`src/rtl/wbi_pkg.sv`:
```
// Shared types for the wishbone interconnect master port.
package wbi_pkg;

  localparam int TID_W = 4;

  typedef enum logic [2:0] {
    IDLE,
    CMD,
    WR,
    RD,
    WRSP
  } wbi_mst_st_e;

endpackage

```
`src/rtl/wbi_mst_tmo.sv`:
```
// Response timeout counter for the wishbone master port.
// Only built when WBI_MST_TIMEOUT_EN is defined.
`ifdef WBI_MST_TIMEOUT_EN
module wbi_mst_tmo #(
  parameter int TMO_CYC = 1024
) (
  input  logic mclk,
  input  logic reset,
  input  logic i_load,
  input  logic i_run,
  output logic o_expired
);

  localparam int CW = $clog2(TMO_CYC + 1);
  localparam logic [CW-1:0] LOAD_VAL = CW'(TMO_CYC);

  logic [CW-1:0] r_cnt;

  // Reload on every response activity, count down while waiting for the chain
  always_ff @(posedge mclk or posedge reset) begin
    if (reset) begin
      r_cnt <= '0;
    end else if (i_load) begin
      r_cnt <= LOAD_VAL;
    end else if (i_run && (r_cnt != '0)) begin
      r_cnt <= r_cnt - 1'b1;
    end
  end

  assign o_expired = i_run && (r_cnt == '0);

endmodule
`endif

```
`src/rtl/wbi_master_port.sv`:
```
// Head of the wishbone interconnect daisy chain: turns one classic/burst
// wishbone master into split cmd/res valid-ready channels, tags commands
// with MST_TID and sequences read/write bursts.
// Optional response timeout: define WBI_MST_TIMEOUT_EN.
module wbi_master_port
  import wbi_pkg::*;
#(
  parameter int               AW      = 32,
  parameter int               DW      = 32,
  parameter int               BW      = 4,
  parameter int               BL      = 10,
  parameter logic [TID_W-1:0] MST_TID = 4'h0,
  parameter int               TMO_CYC = 1024
) (
  input  logic             mclk,
  input  logic             reset,
  // wishbone master side
  input  logic             wbm_cyc_i,
  input  logic             wbm_stb_i,
  input  logic [AW-1:0]    wbm_adr_i,
  input  logic             wbm_we_i,
  input  logic [BW-1:0]    wbm_sel_i,
  input  logic [DW-1:0]    wbm_dat_i,
  input  logic [BL-1:0]    wbm_bl_i,
  input  logic             wbm_bry_i,
  output logic [DW-1:0]    wbm_dat_o,
  output logic             wbm_ack_o,
  output logic             wbm_lack_o,
  output logic             wbm_err_o,
  // command channel to the chain
  input  logic             wbd_cmd_wrdy_i,
  output logic             wbd_cmd_wval_o,
  output logic [AW-1:0]    wbd_cmd_adr_o,
  output logic             wbd_cmd_we_o,
  output logic [DW-1:0]    wbd_cmd_dat_o,
  output logic [BW-1:0]    wbd_cmd_sel_o,
  output logic [TID_W-1:0] wbd_cmd_tid_o,
  output logic [BL-1:0]    wbd_cmd_bl_o,
  // response channel from the chain
  output logic             wbd_res_rrdy_o,
  input  logic             wbd_res_rval_i,
  input  logic [DW-1:0]    wbd_res_dat_i,
  input  logic             wbd_res_ack_i,
  input  logic             wbd_res_lack_i,
  input  logic             wbd_res_err_i,
  input  logic [TID_W-1:0] wbd_res_tid_i
);

  localparam logic [BL-1:0] ONE = BL'(1);

  wbi_mst_st_e   r_st;
  logic [AW-1:0] r_adr;
  logic          r_we;
  logic [BW-1:0] r_sel;
  logic [DW-1:0] r_dat;
  logic [BL-1:0] r_bl;
  logic [BL-1:0] r_cnt;
  logic          r_abort;
  logic          r_tid_mis;
  logic          r_drain;

  logic          w_abort;
  logic          w_tid_ok;
  logic          w_wval;
  logic          w_rrdy;
  logic [DW-1:0] w_cmd_dat;
  logic [BW-1:0] w_cmd_sel;
  logic          w_cmd_acc;
  logic          w_res_acc;
  logic          w_res_fwd;
  logic          w_res_mis;
  logic          w_beat_err;
  logic          w_beat_vld;
  logic [BL-1:0] w_cnt_nx;
  logic          w_rd_last;
  logic [BL-1:0] w_bl_in;
  logic          w_tmo_hit;
  logic          w_ack;
  logic          w_lack;
  logic          w_err;
  logic [DW-1:0] w_dat;

  // Master abandoned the cycle (now or earlier in this burst): drain silently
  assign w_abort    = r_abort | ~wbm_cyc_i;
  assign w_tid_ok   = (wbd_res_tid_i == MST_TID);
  assign w_bl_in    = (wbm_bl_i == '0) ? ONE : wbm_bl_i;
  assign w_cnt_nx   = r_cnt + ONE;
  assign w_rd_last  = wbd_res_lack_i | (w_cnt_nx == r_bl);
  assign w_beat_err = wbd_res_err_i | r_tid_mis;
  assign w_beat_vld = wbd_res_ack_i | wbd_res_lack_i;

  // Channel-side handshake and command payload selection
  always_comb begin
    w_wval    = 1'b0;
    w_rrdy    = 1'b0;
    w_cmd_dat = r_dat;
    w_cmd_sel = r_sel;
    case (r_st)
      CMD: w_wval = 1'b1;
      WR: begin
        w_wval    = w_abort ? 1'b1 : wbm_bry_i;
        w_cmd_dat = wbm_dat_i;
        w_cmd_sel = w_abort ? '0 : wbm_sel_i;
        // only early errors and foreign beats are taken while still writing
        w_rrdy    = wbd_res_rval_i & (wbd_res_err_i | ~w_tid_ok);
      end
      RD:      w_rrdy = w_abort | wbm_bry_i | (wbd_res_rval_i & ~w_tid_ok);
      WRSP:    w_rrdy = 1'b1;
      default: w_rrdy = r_drain;
    endcase
  end

  assign w_cmd_acc = w_wval & wbd_cmd_wrdy_i;
  assign w_res_acc = wbd_res_rval_i & w_rrdy;
  assign w_res_fwd = w_res_acc & w_tid_ok;
  assign w_res_mis = w_res_acc & ~w_tid_ok;

`ifdef WBI_MST_TIMEOUT_EN
  logic w_tmo_run;
  logic w_tmo_load;
  logic w_tmo_exp;

  assign w_tmo_run  = (r_st == RD) || (r_st == WRSP);
  assign w_tmo_load = w_cmd_acc || (w_tmo_run && w_res_acc);

  wbi_mst_tmo #(
    .TMO_CYC (TMO_CYC)
  ) u_tmo (
    .mclk      (mclk),
    .reset     (reset),
    .i_load    (w_tmo_load),
    .i_run     (w_tmo_run),
    .o_expired (w_tmo_exp)
  );

  assign w_tmo_hit = w_tmo_exp & ~w_res_acc;
`else
  assign w_tmo_hit = 1'b0;
`endif

  // Master-side ack/lack/err and read data, forwarded in the same cycle
  always_comb begin
    w_ack  = 1'b0;
    w_lack = 1'b0;
    w_err  = 1'b0;
    w_dat  = '0;
    case (r_st)
      CMD: w_ack = w_cmd_acc & r_we & ~w_abort;
      WR: begin
        w_ack = w_cmd_acc & ~w_abort & ~w_res_fwd;
        w_err = w_res_fwd & ~w_abort;
      end
      RD: begin
        if (!w_abort) begin
          if (w_res_fwd) begin
            if (w_beat_err) begin
              w_err = 1'b1;
            end else if (w_beat_vld) begin
              w_ack  = 1'b1;
              w_lack = w_rd_last;
              w_dat  = wbd_res_dat_i;
            end
          end else if (w_tmo_hit) begin
            w_err  = 1'b1;
            w_lack = 1'b1;
          end
        end
      end
      WRSP: begin
        if (!w_abort) begin
          if (w_res_fwd) begin
            if (w_beat_err) begin
              w_err = 1'b1;
            end else if (wbd_res_lack_i) begin
              w_ack  = 1'b1;
              w_lack = 1'b1;
            end
          end else if (w_tmo_hit) begin
            w_err  = 1'b1;
            w_lack = 1'b1;
          end
        end
      end
      default: ;
    endcase
  end

  // Burst sequencer: capture request, count beats, close on lack/err/timeout
  always_ff @(posedge mclk or posedge reset) begin
    if (reset) begin
      r_st      <= IDLE;
      r_adr     <= '0;
      r_we      <= 1'b0;
      r_sel     <= '0;
      r_dat     <= '0;
      r_bl      <= '0;
      r_cnt     <= '0;
      r_abort   <= 1'b0;
      r_tid_mis <= 1'b0;
      r_drain   <= 1'b0;
    end else begin
      if (w_res_mis) begin
        r_tid_mis <= 1'b1;
      end else if (w_res_fwd) begin
        r_tid_mis <= 1'b0;
      end
      case (r_st)
        IDLE: begin
          r_abort <= 1'b0;
          if (r_drain) begin
            if (w_res_fwd && wbd_res_lack_i) r_drain <= 1'b0;
          end else if (wbm_cyc_i && wbm_stb_i) begin
            r_adr <= wbm_adr_i;
            r_we  <= wbm_we_i;
            r_sel <= wbm_sel_i;
            r_dat <= wbm_dat_i;
            r_bl  <= w_bl_in;
            r_cnt <= '0;
            r_st  <= CMD;
          end
        end
        CMD: begin
          if (!wbm_cyc_i) r_abort <= 1'b1;
          if (w_cmd_acc) begin
            if (!r_we) begin
              r_st <= RD;
            end else if (r_bl == ONE) begin
              r_st <= WRSP;
            end else begin
              r_st  <= WR;
              r_cnt <= ONE;
            end
          end
        end
        WR: begin
          if (!wbm_cyc_i) r_abort <= 1'b1;
          if (w_res_fwd) begin
            r_st <= IDLE;
          end else if (w_cmd_acc) begin
            r_cnt <= w_cnt_nx;
            if (w_cnt_nx == r_bl) r_st <= WRSP;
          end
        end
        RD: begin
          if (!wbm_cyc_i) r_abort <= 1'b1;
          if (w_res_fwd) begin
            if (w_beat_err) begin
              r_st <= IDLE;
            end else if (w_beat_vld) begin
              r_cnt <= w_cnt_nx;
              if (w_rd_last) r_st <= IDLE;
            end
          end else if (w_tmo_hit) begin
            r_st    <= IDLE;
            r_drain <= 1'b1;
          end
        end
        WRSP: begin
          if (!wbm_cyc_i) r_abort <= 1'b1;
          if (w_res_fwd && (w_beat_err || wbd_res_lack_i)) begin
            r_st <= IDLE;
          end else if (w_tmo_hit) begin
            r_st    <= IDLE;
            r_drain <= 1'b1;
          end
        end
        default: r_st <= IDLE;
      endcase
    end
  end

  assign wbd_cmd_wval_o = w_wval;
  assign wbd_cmd_adr_o  = r_adr;
  assign wbd_cmd_we_o   = r_we;
  assign wbd_cmd_dat_o  = w_cmd_dat;
  assign wbd_cmd_sel_o  = w_cmd_sel;
  assign wbd_cmd_tid_o  = MST_TID;
  assign wbd_cmd_bl_o   = r_bl;
  assign wbd_res_rrdy_o = w_rrdy;
  assign wbm_ack_o      = w_ack;
  assign wbm_lack_o     = w_lack;
  assign wbm_err_o      = w_err;
  assign wbm_dat_o      = w_dat;

endmodule

```
`config.mk`:
```
export PLATFORM = sky130hd
export DESIGN_NAME = wbi_master_port
export DESIGN_NICKNAME = d
export VERILOG_FILES = /design/src/rtl/wbi_pkg.sv /design/src/rtl/wbi_mst_tmo.sv /design/src/rtl/wbi_master_port.sv
export SDC_FILE = /design/constraint.sdc
export NUM_CORES = 1
export LEC_CHECK = 0
export CORE_MARGIN = 3
export CORE_UTILIZATION = 42
export DETAILED_ROUTE_END_ITERATION = 10
export GPL_TIMING_DRIVEN = 0
export HOLD_SLACK_MARGIN = 0.03
export MAX_ROUTING_LAYER = met4
export PLACE_DENSITY = 0.82
export SYNTH_ARGS = -nofsm -noshare
export SYNTH_HDL_FRONTEND = slang
export SYNTH_HIERARCHICAL = 1
export SYNTH_SLANG_ARGS = --single-unit
export TNS_END_PERCENT = 100
```
`constraint.sdc`:
```
create_clock -name mclk -period 3.45 [get_ports mclk]
set_input_delay 0.69 -clock mclk [delete_from_list [all_inputs] [get_ports mclk]]
set_output_delay 0.69 -clock mclk [all_outputs]
set_load 0.01 [all_outputs]
```
==> impl_metrics.tcl <==
set metrics [dict create \
    regToRegSetupSlack_ns 0.51 \
    maximum_number_of_pins_on_one_net_before_global_route_repair 49 \
    criticalPathCategory "input pin to output port" \
    setup_tns_ns 0 \
    netlist_area_um2 5150 \
    synth.yosys.seq_area_share_pct 46.2 \
    yosysWarningCount 6 \
    synth.avg_cell_area_um2 11.2 \
    achievable-frequency_mhz 297 \
    tritoncts_clock_tree "built" \
    detail_route.wirelength_um 15600 \
    worst_ep_required_time_ns 2.76 \
    rows 39 \
    timing.critical_path.from_type "input pin" \
    hold_viol 0 \
    layout.nets 849 \
    timing.critical_path.mode_cell "sky130_fd_sc_hd__buf_4" \
    worstReg2RegStart "r_st[1]$_DFFE_PP0P_" \
    crit_path_top_delay_cell "sky130_fd_sc_hd__o21ai_0" \
    arrival_ns 2.68 \
    hold_end "r_dat[6]$_DFFE_PP0P_" \
    cap_violations 0 \
    skew_ns 0.00569 \
    area.growth.synth_to_final_pct 58.1 \
    power.net_switching_w 0.00239 \
    setup_viol_count_final 0 \
    final.fill_count 897 \
    floorplan.initialDensity_pct 44.0 \
    synth_cells 460 \
    antenna_violating_nets_post_route 0 \
    fin_total_pwr_w 0.00680 \
    routed_wl_per_cell_um 17.9 \
    leakagePower_nw 3.52 \
    maximum_resistive_drop_on_vdd_mv 0.570 \
    io_buffer_count 240 \
    path_clk_slew_ns 0.06 \
    cts_stage_hold_buffer_count 0 \
    timing.reg2reg.worst_path_depth 10 \
    timing_worst_slew_pin_value_ns 1.12 \
    final_common_cell "sky130_fd_sc_hd__clkdlybuf4s50_1" \
    timing.critical_path.buf_inv 4 \
    critical_path_s_top_delay_family "buffers and inverters" \
    num_vias 4612 \
    die_h_um 117 \
    pwr_per_cell_area_nw_per_um2 835 \
    final-max-slew-violation-count 0 \
    critical_path.cell_chain "clkdlybuf4s50_1 -> o21ai_0 -> nor4_4 -> buf_4 -> buf_4 -> a211o_1 -> dlygate4sd2_1" \
    post_route_worst_hold_slack_ns 0.505 \
    headroom_to_the_max_slew_limit_pct 24.5 \
    final_period_minus_worst_setup_slack_ns 3.37 \
    reg2reg_to "r_cnt[0]$_DFFE_PP0P_" \
    p_sw_share_pct 35.1 \
    dr.pass1.iters 5 \
    timing.hold.worst.start "r_dat[6]$_DFFE_PP0P_" \
    clock_root_buffer "sky130_fd_sc_hd__clkbuf_16" \
    dominantRegCellSynth "sky130_fd_sc_hd__dfrtp_1" \
    dp_hpwl_um 12000 \
    ffs_w_async_s_r_synth_pct 100 \
    p_comb_share_pct 54.1 \
    max-clock-path-buffers 2 \
    power_share_of_the_sequential_group_pct 29.9 \
    clkLatencyLatePin_ns 0.33 \
    first_pass_grt_wire_length_um 23800 \
    cts_buffers 9 \
    run_status "completed" \
    grt_use_total_pct 23.0 \
    detail_route.drc_violations 0 \
    grt_remaining_overflow 0 \
    grt_antenna_before_repair 0 \
    number_of_synthesized_flops_with_an_enable_pin 0 \
    n_antenna_cell 0 \
    floorplan.io_pins 245 \
    ys_types 55 \
    fp.dieArea_um2 13600 \
    gp_congestion 0.884 \
    holdPathStages 1 \
    vias_per_cell 5.30 \
    worstPathMaxFanout 5 \
    floorplan.die.width_um 117 \
    core_region_area_um2 11700 \
    layout.cells.most_common_list "sky130_fd_sc_hd__clkdlybuf4s50_1, sky130_fd_sc_hd__mux2_2, sky130_fd_sc_hd__dfrtp_1" \
    drt_iter0_markers 195 \
    h-tree-depth 3 \
    synth.ff_latch_count 95 \
    final_min_period_over_clock_period_pct 97.6 \
    clock_power_share_pct 16.0 \
    cellInternalPower_w 0.00441 \
    worst_setup_path_end_kind "output port" \
    vias_in_the_first_global_route 4734 \
    hold_path.class "flip-flop to flip-flop" \
    layout-drive-gt1-share_pct 27.3 \
    worst_path_largest_cell_delay_ns 0.54 \
    tritoncts_num_sinks 95 \
]
==> cells in the mapped netlist, types with 2 or more instances <==
cell type | number | share of area (%)
sky130_fd_sc_hd__a211o_1 | 4 | 0.68
sky130_fd_sc_hd__a21oi_1 | 13 | 1.3
sky130_fd_sc_hd__a22oi_1 | 2 | 0.29
sky130_fd_sc_hd__a31oi_1 | 4 | 0.49
sky130_fd_sc_hd__and2_1 | 34 | 4.1
sky130_fd_sc_hd__and3_1 | 2 | 0.24
sky130_fd_sc_hd__buf_1 | 2 | 0.15
sky130_fd_sc_hd__buf_2 | 4 | 0.39
sky130_fd_sc_hd__buf_4 | 5 | 0.73
sky130_fd_sc_hd__buf_6 | 2 | 0.44
sky130_fd_sc_hd__clkbuf_1 | 20 | 1.5
sky130_fd_sc_hd__dfrtp_1 | 95 | 46
sky130_fd_sc_hd__inv_1 | 8 | 0.58
sky130_fd_sc_hd__mux2_2 | 106 | 23
sky130_fd_sc_hd__nand2_1 | 16 | 1.2
sky130_fd_sc_hd__nand2b_1 | 3 | 0.36
sky130_fd_sc_hd__nand3_1 | 12 | 1.2
sky130_fd_sc_hd__nand3b_1 | 4 | 0.58
sky130_fd_sc_hd__nand4_1 | 4 | 0.49
sky130_fd_sc_hd__nor2_1 | 21 | 1.5
sky130_fd_sc_hd__nor2b_1 | 2 | 0.24
sky130_fd_sc_hd__nor3_1 | 6 | 0.58
sky130_fd_sc_hd__nor3b_1 | 3 | 0.44
sky130_fd_sc_hd__nor4_1 | 4 | 0.49
sky130_fd_sc_hd__nor4_2 | 2 | 0.49
sky130_fd_sc_hd__o211ai_1 | 6 | 0.87
sky130_fd_sc_hd__o21ai_0 | 20 | 1.9
sky130_fd_sc_hd__o21ai_1 | 2 | 0.19
sky130_fd_sc_hd__o21ba_2 | 3 | 0.58
sky130_fd_sc_hd__o221ai_1 | 2 | 0.34
sky130_fd_sc_hd__o22ai_1 | 2 | 0.24
sky130_fd_sc_hd__o31ai_1 | 6 | 0.87
sky130_fd_sc_hd__o41ai_2 | 3 | 0.95
sky130_fd_sc_hd__or2_1 | 2 | 0.24
sky130_fd_sc_hd__or3_1 | 4 | 0.49
sky130_fd_sc_hd__or4_1 | 4 | 0.58
sky130_fd_sc_hd__xnor2_1 | 8 | 1.4
sky130_fd_sc_hd__xor2_1 | 3 | 0.51
==> stage by stage <==
| stage | area [µm²] | utilization, % | setup slack, ns | instances |
|---|---|---|---|---|
| 2_1_floorplan | 5160 | - | 0.283 | 463 |
| 3_3_place_gp | 7740 | 66.1 | -1.16 | 846 |
| 3_5_place_dp | 7770 | 66.4 | -0.942 | 847 |
| 4_1_cts | 8200 | 70.0 | 0.000528 | 870 |
| 5_1_grt | 8140 | 69.5 | -0.0143 | 871 |
| 6_report | 8140 | 69.5 | 0.0825 | 871 |
==> power groups by stage <==
stage	clock network (W)	logic (W)	registers, W
3_5_place_dp	0	0.00357	0.00203
3_3_place_gp	0	0.00349	0.00199
4_1_cts	0.00110	0.00367	0.00203
2_1_floorplan	0	0.00182	0.00206
5_1_grt	0.00116	0.00394	0.00211
6_report	0.00108	0.00368	0.00204
==> registers in the layout, indices dropped and copies added (netlist names) <==
register	count
r_dat	32
wbd_cmd_adr_o	32
r_cnt	10
wbd_cmd_bl_o	10
r_sel	4
r_st	3
r_abort	1
r_drain	1
r_tid_mis	1
wbd_cmd_we_o	1
==> worst reg2reg max path: stages, from the launching register on <==
cell and delay [ns]:
sky130_fd_sc_hd__dfrtp_1 0.36, sky130_fd_sc_hd__buf_4 0.17, sky130_fd_sc_hd__o21ai_2 0.15, sky130_fd_sc_hd__a21oi_2 0.08, sky130_fd_sc_hd__nand3b_4 0.15, sky130_fd_sc_hd__buf_4 0.15
sky130_fd_sc_hd__o21ba_2 0.20, sky130_fd_sc_hd__o31ai_1 0.89, sky130_fd_sc_hd__or2_1 0.23, sky130_fd_sc_hd__buf_6 0.16, sky130_fd_sc_hd__mux2_4 0.30
==> worst max-delay path by stage <==
stage / start / depth (start not counted) / endpoint / slack (ns)
floorplan: reset / 1 / r_abort$_DFFE_PP0P_ / 0.28
global placement: reset / 2 / wbd_cmd_adr_o[29]$_DFFE_PP0P_ / -1.16
detailed placement: wbd_res_tid_i[1] / 9 / wbm_dat_o[16] / -0.94
CTS: wbd_res_tid_i[2] / 11 / wbm_dat_o[2] / 0.0005
global route: wbd_res_tid_i[1] / 11 / wbm_dat_o[27] / -0.01
finish: wbd_res_lack_i / 7 / wbm_ack_o / 0.08
==> layer usage <==
| metal | wire (µm) | vias up | share of wire [%] | global-route usage (%) |
|---|---|---|---|---|
| met2 | 8030 | 213 | 52 | 38.2 |
| met4 | 115 | 0 | 0.74 | 5.28 |
| li1 | - | 2177 | - | - |
| met1 | 5980 | 2214 | 38 | 27.5 |
| met3 | 1450 | 8 | 9.3 | 7.25 |
| met5 | 0 | - | 0 | - |
==> logic make-up after synthesis <==
logic type / count (synthesis) / synth area share (%)
simple gates: 129 / 14.5
flops: 95 / 46.2
compound gates: 73 / 9.69
fa+ha+maj: 1 / 0.243
buf+inv: 42 / 3.81
other cells: 1 / 0.0728
xor+xnor: 11 / 1.87
mux: 108 / 23.7
==> layout make-up <==
class                   instances  area [µm²]  share of cell area [%]
clock inverters                 3        65.1                   0.799
multi-input cells             326        2670                    32.8
clock buffers                  13         260                    3.20
flip-flops and latches         95        2380                    29.2
well taps                     143         179                    2.20
repair buffers                251        2370                    29.1
plain buffers                  31         185                    2.27
inverters                       9        36.3                   0.446
==> repair_timing <==
action / 4_1_cts / 5_1_grt
gates cloned: 1 / 0
resized for setup: 76 / 66
pin swaps: 5 / 4
buffers inserted: 8 / 1
setup endpoints to repair: 71 / 61
(Power assumes the default switching activity.)
